**src/rtl/ps2_kbd_rx.sv**
```systemverilog
// PS/2 keyboard receiver: synchronises the PS/2 clock/data pair, deframes
// 11-bit frames (start, 8 data LSB first, odd parity, stop), folds the E0/F0
// prefixes into ext/rel flags and queues {ext, rel, code} events in a small
// show-ahead FIFO.
module ps2_kbd_rx #(
    parameter int TIMEOUT    = 16384,
    parameter int FIFO_DEPTH = 4
) (
    input  logic       clk,
    input  logic       reset_n,
    input  logic       ps2_clk,
    input  logic       ps2_data,
    input  logic       ev_rd,
    input  logic       ovf_clr,
    output logic [9:0] ev_data,
    output logic       ev_empty,
    output logic       overflow,
    output logic       frame_err
);

    localparam int AW = $clog2(FIFO_DEPTH);
    localparam int CW = $clog2(TIMEOUT + 1);
    localparam logic [CW-1:0] TO_LAST = CW'(TIMEOUT - 1);

    typedef enum logic [1:0] {
        IDLE   = 2'd0,
        DATA   = 2'd1,
        PARITY = 2'd2,
        STOP   = 2'd3
    } state_t;

    // ------------------------------------------------------------------
    // Synchroniser and falling-edge detect
    // ------------------------------------------------------------------
    logic [2:0] clk_sync_reg;
    logic [1:0] data_sync_reg;
    logic       fe;
    logic       data_bit;

    // Two-flop synchronisers; the clock chain has a third stage for edge detect.
    // Reset to the idle-high level so release never looks like a falling edge.
    always_ff @(posedge clk or negedge reset_n) begin
        if (!reset_n) begin
            clk_sync_reg  <= 3'b111;
            data_sync_reg <= 2'b11;
        end else begin
            clk_sync_reg  <= {clk_sync_reg[1:0], ps2_clk};
            data_sync_reg <= {data_sync_reg[0], ps2_data};
        end
    end

    assign fe       = clk_sync_reg[2] & ~clk_sync_reg[1];
    assign data_bit = data_sync_reg[1];

    // ------------------------------------------------------------------
    // Frame FSM, prefix flags and timeout
    // ------------------------------------------------------------------
    state_t          state_reg,     state_next;
    logic [2:0]      bit_idx_reg,   bit_idx_next;
    logic [7:0]      shift_reg,     shift_next;
    logic            par_acc_reg,   par_acc_next;
    logic            par_ok_reg,    par_ok_next;
    logic            ext_reg,       ext_next;
    logic            rel_reg,       rel_next;
    logic [CW-1:0]   to_cnt_reg,    to_cnt_next;
    logic            push_reg,      push_next;
    logic [9:0]      push_data_reg, push_data_next;
    logic            err_reg,       err_next;

    // Frame state register and its companions.
    always_ff @(posedge clk or negedge reset_n) begin
        if (!reset_n) begin
            state_reg     <= IDLE;
            bit_idx_reg   <= 3'd0;
            shift_reg     <= 8'h00;
            par_acc_reg   <= 1'b0;
            par_ok_reg    <= 1'b0;
            ext_reg       <= 1'b0;
            rel_reg       <= 1'b0;
            to_cnt_reg    <= '0;
            push_reg      <= 1'b0;
            push_data_reg <= 10'h000;
            err_reg       <= 1'b0;
        end else begin
            state_reg     <= state_next;
            bit_idx_reg   <= bit_idx_next;
            shift_reg     <= shift_next;
            par_acc_reg   <= par_acc_next;
            par_ok_reg    <= par_ok_next;
            ext_reg       <= ext_next;
            rel_reg       <= rel_next;
            to_cnt_reg    <= to_cnt_next;
            push_reg      <= push_next;
            push_data_reg <= push_data_next;
            err_reg       <= err_next;
        end
    end

    // Next-state logic: acts only on fe cycles, except for the timeout abort.
    always_comb begin
        state_next     = state_reg;
        bit_idx_next   = bit_idx_reg;
        shift_next     = shift_reg;
        par_acc_next   = par_acc_reg;
        par_ok_next    = par_ok_reg;
        ext_next       = ext_reg;
        rel_next       = rel_reg;
        to_cnt_next    = to_cnt_reg;
        push_next      = 1'b0;
        push_data_next = push_data_reg;
        err_next       = 1'b0;

        // Counter restarts on every edge and saturates rather than wrapping.
        if (fe) begin
            to_cnt_next = '0;
        end else if (state_reg != IDLE && to_cnt_reg != TO_LAST) begin
            to_cnt_next = to_cnt_reg + CW'(1);
        end

        if (fe) begin
            case (state_reg)
                IDLE: begin
                    if (!data_bit) begin
                        state_next   = DATA;
                        bit_idx_next = 3'd0;
                        par_acc_next = 1'b0;
                    end
                end
                DATA: begin
                    shift_next   = {data_bit, shift_reg[7:1]};
                    par_acc_next = par_acc_reg ^ data_bit;
                    bit_idx_next = bit_idx_reg + 3'd1;
                    if (bit_idx_reg == 3'd7) begin
                        state_next = PARITY;
                    end
                end
                PARITY: begin
                    par_ok_next = par_acc_reg ^ data_bit;
                    state_next  = STOP;
                end
                default: begin
                    state_next = IDLE;
                    if (data_bit && par_ok_reg) begin
                        if (shift_reg == 8'hE0) begin
                            ext_next = 1'b1;
                        end else if (shift_reg == 8'hF0) begin
                            rel_next = 1'b1;
                        end else begin
                            push_next      = 1'b1;
                            push_data_next = {ext_reg, rel_reg, shift_reg};
                            ext_next       = 1'b0;
                            rel_next       = 1'b0;
                        end
                    end else begin
                        err_next = 1'b1;
                        ext_next = 1'b0;
                        rel_next = 1'b0;
                    end
                end
            endcase
        end else if (state_reg != IDLE && to_cnt_reg == TO_LAST) begin
            // Stalled mid-frame: abandon it along with any pending prefix.
            state_next = IDLE;
            err_next   = 1'b1;
            ext_next   = 1'b0;
            rel_next   = 1'b0;
        end
    end

    assign frame_err = err_reg;

    // ------------------------------------------------------------------
    // Show-ahead event FIFO
    // ------------------------------------------------------------------
    logic [9:0]  mem [FIFO_DEPTH];
    logic [AW:0] wr_ptr_reg;
    logic [AW:0] rd_ptr_reg;
    logic        overflow_reg;
    logic        empty;
    logic        full;
    logic        do_pop;
    logic        do_push;
    logic        drop;

    assign empty   = (wr_ptr_reg == rd_ptr_reg);
    assign full    = (wr_ptr_reg[AW] != rd_ptr_reg[AW]) &&
                     (wr_ptr_reg[AW-1:0] == rd_ptr_reg[AW-1:0]);
    assign do_pop  = ev_rd & ~empty;
    // A pop in the same cycle frees the slot, so a full FIFO still accepts.
    assign do_push = push_reg & (~full | do_pop);
    assign drop    = push_reg & full & ~do_pop;

    // Storage: no reset needed, the pointers define what is valid.
    always_ff @(posedge clk) begin
        if (do_push) begin
            mem[wr_ptr_reg[AW-1:0]] <= push_data_reg;
        end
    end

    // Pointers and the sticky overflow flag; a drop beats a concurrent clear.
    always_ff @(posedge clk or negedge reset_n) begin
        if (!reset_n) begin
            wr_ptr_reg   <= '0;
            rd_ptr_reg   <= '0;
            overflow_reg <= 1'b0;
        end else begin
            if (do_push) begin
                wr_ptr_reg <= wr_ptr_reg + (AW+1)'(1);
            end
            if (do_pop) begin
                rd_ptr_reg <= rd_ptr_reg + (AW+1)'(1);
            end
            if (drop) begin
                overflow_reg <= 1'b1;
            end else if (ovf_clr) begin
                overflow_reg <= 1'b0;
            end
        end
    end

    assign ev_empty = empty;
    assign ev_data  = empty ? 10'h000 : mem[rd_ptr_reg[AW-1:0]];
    assign overflow = overflow_reg;

endmodule
```
**config.mk**
```make
export PLATFORM = sky130hd
export DESIGN_NAME = ps2_kbd_rx
export DESIGN_NICKNAME = d
export VERILOG_FILES = /design/src/rtl/ps2_kbd_rx.sv
export SDC_FILE = /design/constraint.sdc
export NUM_CORES = 1
export LEC_CHECK = 0
export ABC_AREA = 1
export BUFFER_PORTS_ARGS = -buffer_cell sky130_fd_sc_hd__buf_2
export CAP_MARGIN = 10
export CORE_MARGIN = 2
export CORE_UTILIZATION = 45
export CTS_CLUSTER_SIZE = 25
export DETAILED_ROUTE_END_ITERATION = 10
export REMOVE_ABC_BUFFERS = 1
export SLEW_MARGIN = 20
export SYNTH_ARGS = -nofsm -noshare
export SYNTH_HDL_FRONTEND = slang
export SYNTH_SLANG_ARGS = --single-unit
```
**constraint.sdc**
```tcl
create_clock -name clk -period 3.35 [get_ports clk]
set_input_delay 0.5025 -clock clk [delete_from_list [all_inputs] [get_ports clk]]
set_output_delay 0.5025 -clock clk [all_outputs]
set_load 0.05 [all_outputs]
```
Word-level counts from Yosys, hierarchy flattened
Memories as Yosys holds them, arrays and structs flattened.
Cells that the tools add are included.
{"block": "totals", "regBits": 56, "ram_bits": 40, "input_bits": 6, "output_inout_bits": 13, "wordCells": 105, "n_memories": 1}
{"block": "op_classes", "n_addsub": 4, "n_eq_ne": 16, "n_mux": 36, "n_bitwise": 14, "reduce_logical": 18}
{"name": "mem", "words": 4, "word_bits": 10, "read_ports": 1, "rd_clocked_by_memory_dff": 0, "write_ports": 1, "line_no": "175", "source": "logic [9:0] mem [FIFO_DEPTH];"}
{"op": "$mux 15", "n": 2}
{"op": "$mux 1", "n": 25}
{"op": "$eq 8x8->1 const B", "n": 2}
{"op": "$add 15x1->15 const B", "n": 1}
{"op": "$eq 15x14->1 const B", "n": 1}
{"op": "$ne 15x14->1 const B", "n": 1}
{"op": "$reduce_and 3->1", "n": 4}
{"op": "$mux 10", "n": 1}
{"op": "$reduce_bool 2->1", "n": 5}
{"op": "$add 3x1->3 const B", "n": 3}
{"op": "$ne 3x3->1 const B", "n": 3}
{"op": "$mux 2", "n": 4}
{"op": "$not 1->1", "n": 7}
{"op": "$pmux 2 s3", "n": 1}
{"op": "$pmux 3 s2", "n": 1}
{"op": "$and 1x1->1", "n": 5}
{"op": "$reduce_and 5->1", "n": 1}
{"op": "$logic_and 1x1->1", "n": 4}
{"op": "$ne 2x2->1 const B", "n": 2}
{"op": "$ne 4x4->1 const B", "n": 1}
{"op": "$reduce_and 2->1", "n": 2}
{"op": "$eq 3x3->1", "n": 1}
{"op": "$eq 3x3->1 const B", "n": 1}
{"op": "$mux 3", "n": 1}
{"op": "9 further kinds", "n": 9}

Longest topological paths before layout
{"block": "logic_depth", "ltp_word": 7, "mapped_depth": 10, "depth_no_buf": 10}

Worst setup path before layout
Ideal clock, no wire load.
{"block": "synth_timing", "path_kind": "register to output", "from": "register rd_ptr_reg[0]", "to": "output port ev_data[0]", "arrival_time_ps": 1401, "t_required_ps": 2847, "path_slack_ps": 1447, "path_stages_with_launch": 7, "path_buffers": 1, "path_cell_list": "dfrtp_1 inv_2 clkbuf_1 nor2_1 o32ai_1 nand2_1 inv_1"}
{"block": "synth_between", "elab_chain_cells": 2}
{"element": "start: declaration", "line_no": "177", "source": "logic [AW:0] rd_ptr_reg;"}
{"element": "start signal: assignment", "line_no": "211", "source": "rd_ptr_reg <= rd_ptr_reg + (AW+1)'(1);"}
{"element": "$mem_v2 4x10 or $eq 3x3->1 (tied branches)"}
{"element": "$mux 10 *", "line_no": "222", "source": "assign ev_data = empty ? 10'h000 : mem[rd_ptr_reg[AW-1:0]];"}
{"element": "end: declaration", "line_no": "15", "source": "output logic [9:0] ev_data,"}
Mark *: on every way between the ends. The rest lies on a longest branch, timed or not.

Worst setup path in the final report
{"block": "layout_timing", "from": "register rd_ptr_reg[0]", "to": "output port ev_data[4]"}
The elaborated chain is that of the path after synthesis.

==> summary.md <==
| Metric | Value |
|---|---|
| Async S/R FF share, synth | 58.3% |
| Status | complete, no violations |
| MaxCap Viol Count | 0 |
| Crit Path Class | flip-flop to output port |
| CP max FO | 24 |
| Remaining antenna violation count | 0 |
| Crit path DAT | 2.47 ns |
| Starting Density | 46.0% |
| DRC viols | 0 |
| Post-cts gate resize count | 0 |
| Power density over cell area | around 700 nW/um2 |
| Hold Vio Cnt, Final | 0 |
| Worst setup path end | ev_data[4] |
| Gate Count Post-Synth | between 400 and 500 |
| IO Pins | 19 |
| CP max-delay cell | dfrtp_1 |
| DRT iter0 DRCs | between 100 and 150 |
| CTS tree | done |
| Tmin final | 2.97 ns |
| Critical path required time | roughly 2.9 ns |
| Nets@finish | between 500 and 600 |
| Yosys top cell area share | 28.5% |
| # H-tree levels | 3 |
| Cell Area, Synth | 4480 um2 |
| Most common cell in the synthesized netlist | nand2_1 |
| Sequential share of the synthesized area | 58.3% |
| Synth top cells by count | nand2_1 (134), nor2_1 (57), dfrtp_1 (51), inv_1 (42), edfxtp_1 (40) |
| Fmax | 0.336 GHz |
| Input/output buffers | 18 |
| Internal power | 1.98 mW |
| Max VDD drop | around 0.41 mV |
| Synth warn | 0 |
| Sequential power share | 42.5% |
| Clock Skews | 0.00980 ns |
| Gr usage total | 15.9% |
| Vias in the first global route | roughly 3,000 |
| Critical Path Max Stage Delay | a little over 0.6 ns |
| Largest net degree at the start of global routing | 38 |
| Slew @ Worst Pin | between 0.8 and 0.9 ns |
| GP Congestion | roughly 0.80 |
| Post-synth EDFFs | 40 |
| FF+latch count, synth | 96 |
| Root Driver | clkbuf_8 |
| Comb power frac | 35.0% |
| Via count | about 3,100 |
| Dpl cell area | 4690 um2 |
| Clock share of power | 22.5% |
| Mean Syn Cell Area | approximately 9.3 um2 |
| Critical Path Source | rd_ptr_reg[0] |
| Core Region | around 9700 um2 |
| Clock sinks | 96 |
| ANT cells | 0 |
| WP depth | 7 |
| Crit-path most repeated cell | nand2_1 |
| WL final | 7730 um |
| Num CTS Buffers | 9 |
| Synthesis-to-finish area growth | 9.20% |
| Grt ovf | 0 |
| Post-CTS Setup Inserts | 0 |
| Std cell rows | 36 |
| Gr busiest metal | met2 |
| Area of the multi-input gates | 1600 um2 |
| Worst reg-to-reg path cell count | 6 |
| Largest cells by area after synthesis | dfrtp_1 (29%), edfxtp_1 (27%), nand2_1 (11%) |
| Crit-path leading delay family | buffers and inverters |
| Leakage | 2.24 nW |
| Clock Latency Late Sink | 0.36 ns |
| Register area | roughly 2600 um2 |
| CTS Buffer Depth | 2 |
| Hold Crit Class | primary input to asynchronous set/reset pin |
| Post-CTS Hold Fix Bufs | 0 |
| Met2 Track Usage GR | 24.5% |
| Share of layout cells above drive strength 1 | 14.2% |
| R2r setup slk | 0.73 ns |
| Crit-path cells | inv_2, nand2_1, a21oi_1, nand2_1, nand2_1, inv_1, buf_2 |
| Largest area contributor in the netlist | dfrtp_1 |
| Crit start category | flip-flop |
| Fillers | 935 |
| Worst Path Buf+Inv | 3 |
| Max Slew Vio Count | 0 |
| R2r startpoint | rd_ptr_reg[0] |
| First-pass GRT wire length | 14,000 um |
| Via density | 4.88 |
| Reg clk slew, reported paths | 0.10 ns |
| Max-slew headroom | 44.0% |
| Die Y-Extent | 104 um |
| Max reg flops | 40 |
| Predominant post-synthesis flop cell | dfrtp_1 |
| Initial antenna violation count | 0 |
| Drt first pass iters | 4 |
| Setup violators final | 0 |
| Synth unique cells | 31 |
| Tcrit/Tclk final | between 80% and 90% |
| HPWL after DPL | 5550 um |
| Die footprint | 10,800 um2 |
| Final setup TNS | 0 ns |
| Avg WL per Cell | 12.1 um |
| Reg2reg end | mem[3][5] |
| NetSw | approximately 1.4 mW |
| Design Area, Final | 4890 um2 |
| Die Wd | 104 um |
| Element type at the critical path end | output port |
| RSZ-0062 raised after global routing | no |
| Switching Share | 41.9% |
| Met1 Usage GRT | 22.0% |
| Met3 usage | under 10% |
-- power groups by stage --
stage	clock, mW	sequential (mW)	combinational [mW]
5_1_grt	0.838	1.47	1.34
4_1_cts	0.795	1.45	1.21
3_5_place_dp	0	1.47	1.21
6_report	0.768	1.45	1.19
3_3_place_gp	0	1.47	1.19
2_1_floorplan	0	1.44	0.953
-- cells by family after synthesis --
kind of cell	count (synthesis)	synth area share [%]
AO/OA/AOI/OAI	50	7.38
XOR/XNOR	8	1.57
adder cells (fa/ha/maj)	12	3.35
buffers and inverters	66	5.95
flip-flops	96	58.3
AND/OR/NAND/NOR	250	23.5
-- final cells by class --
type / instances / area share, %
sequential: 96 / 53.4
inverter: 53 / 4.07
clock buffer: 9 / 2.53
timing repair buffer: 21 / 2.30
multi-input combinational: 320 / 32.7
clock inverter: 7 / 1.56
tap: 133 / 3.41
-- per-stage QoR --
step	util (%)	total power, mW	hold slack, ns	setup slack (ns)	instances
6_report	50.2	3.41	0.0712	0.376	639
3_3_place_gp	48.2	2.66	0.346	0.814	623
2_1_floorplan	-	2.39	0.207	1.12	469
5_1_grt	50.2	3.65	0.0954	0.0306	639
4_1_cts	50.2	3.45	0.0711	0.323	639
3_5_place_dp	48.2	2.68	0.347	0.711	623
-- metal layers --
metal	vias up	part of all wire (%)
li1	1618	-
met1	1442	50
met2	45	45
met3	13	2.9
met4	0	1.9
met5	-	0
-- worst register-to-register path: cells and delay by family (launching register included) --
kind                   cells  cell delay, ns
and+or+nand+nor            4            1.09
DFF                        1            0.76
buffers and inverters      1            0.30
AOI/OAI and AO/OA          1            0.10
-- layout by cell type, fill, tap and decap left out --
cell,Yosys,layout
xnor2_1,3,3
o31a_1,1,1
a21oi_1,2,2
ha_1,12,12
nor2_2,7,7
o31ai_1,1,1
inv_2,10,10
bufinv_16,0,1
a21oi_2,1,1
nand4_1,13,13
o21ai_0,13,13
dfstp_2,5,5
inv_8,0,1
nand2_1,134,134
nand3_1,32,32
edfxtp_1,40,40
nor3_1,1,1
clkbuf_8,0,9
inv_6,0,3
or2_1,1,1
clkinv_1,1,2
nor2_1,57,57
buf_2,3,18
buf_4,0,3
or2_2,2,2
nand2_2,2,2
a21o_1,1,1
nor2_4,1,1
o21ai_1,13,13
clkinv_2,0,1
xor2_1,5,5
dfrtp_1,51,51
inv_1,42,42
o21ai_2,8,8
o32ai_1,10,10
-- worst min-delay path by stage --
stage / cells past startpoint / to / start
after CTS: 1 / to_cnt_reg[7] / reset_n
after detailed placement: 0 / data_sync_reg[1] / data_sync_reg[0]
final: 1 / to_cnt_reg[7] / reset_n
after floorplan: 0 / bit_idx_reg[0] / reset_n
after global routing: 1 / to_cnt_reg[7] / reset_n
after global placement: 0 / data_sync_reg[1] / data_sync_reg[0]
No activity file was read; power rests on OpenSTA's default activity.
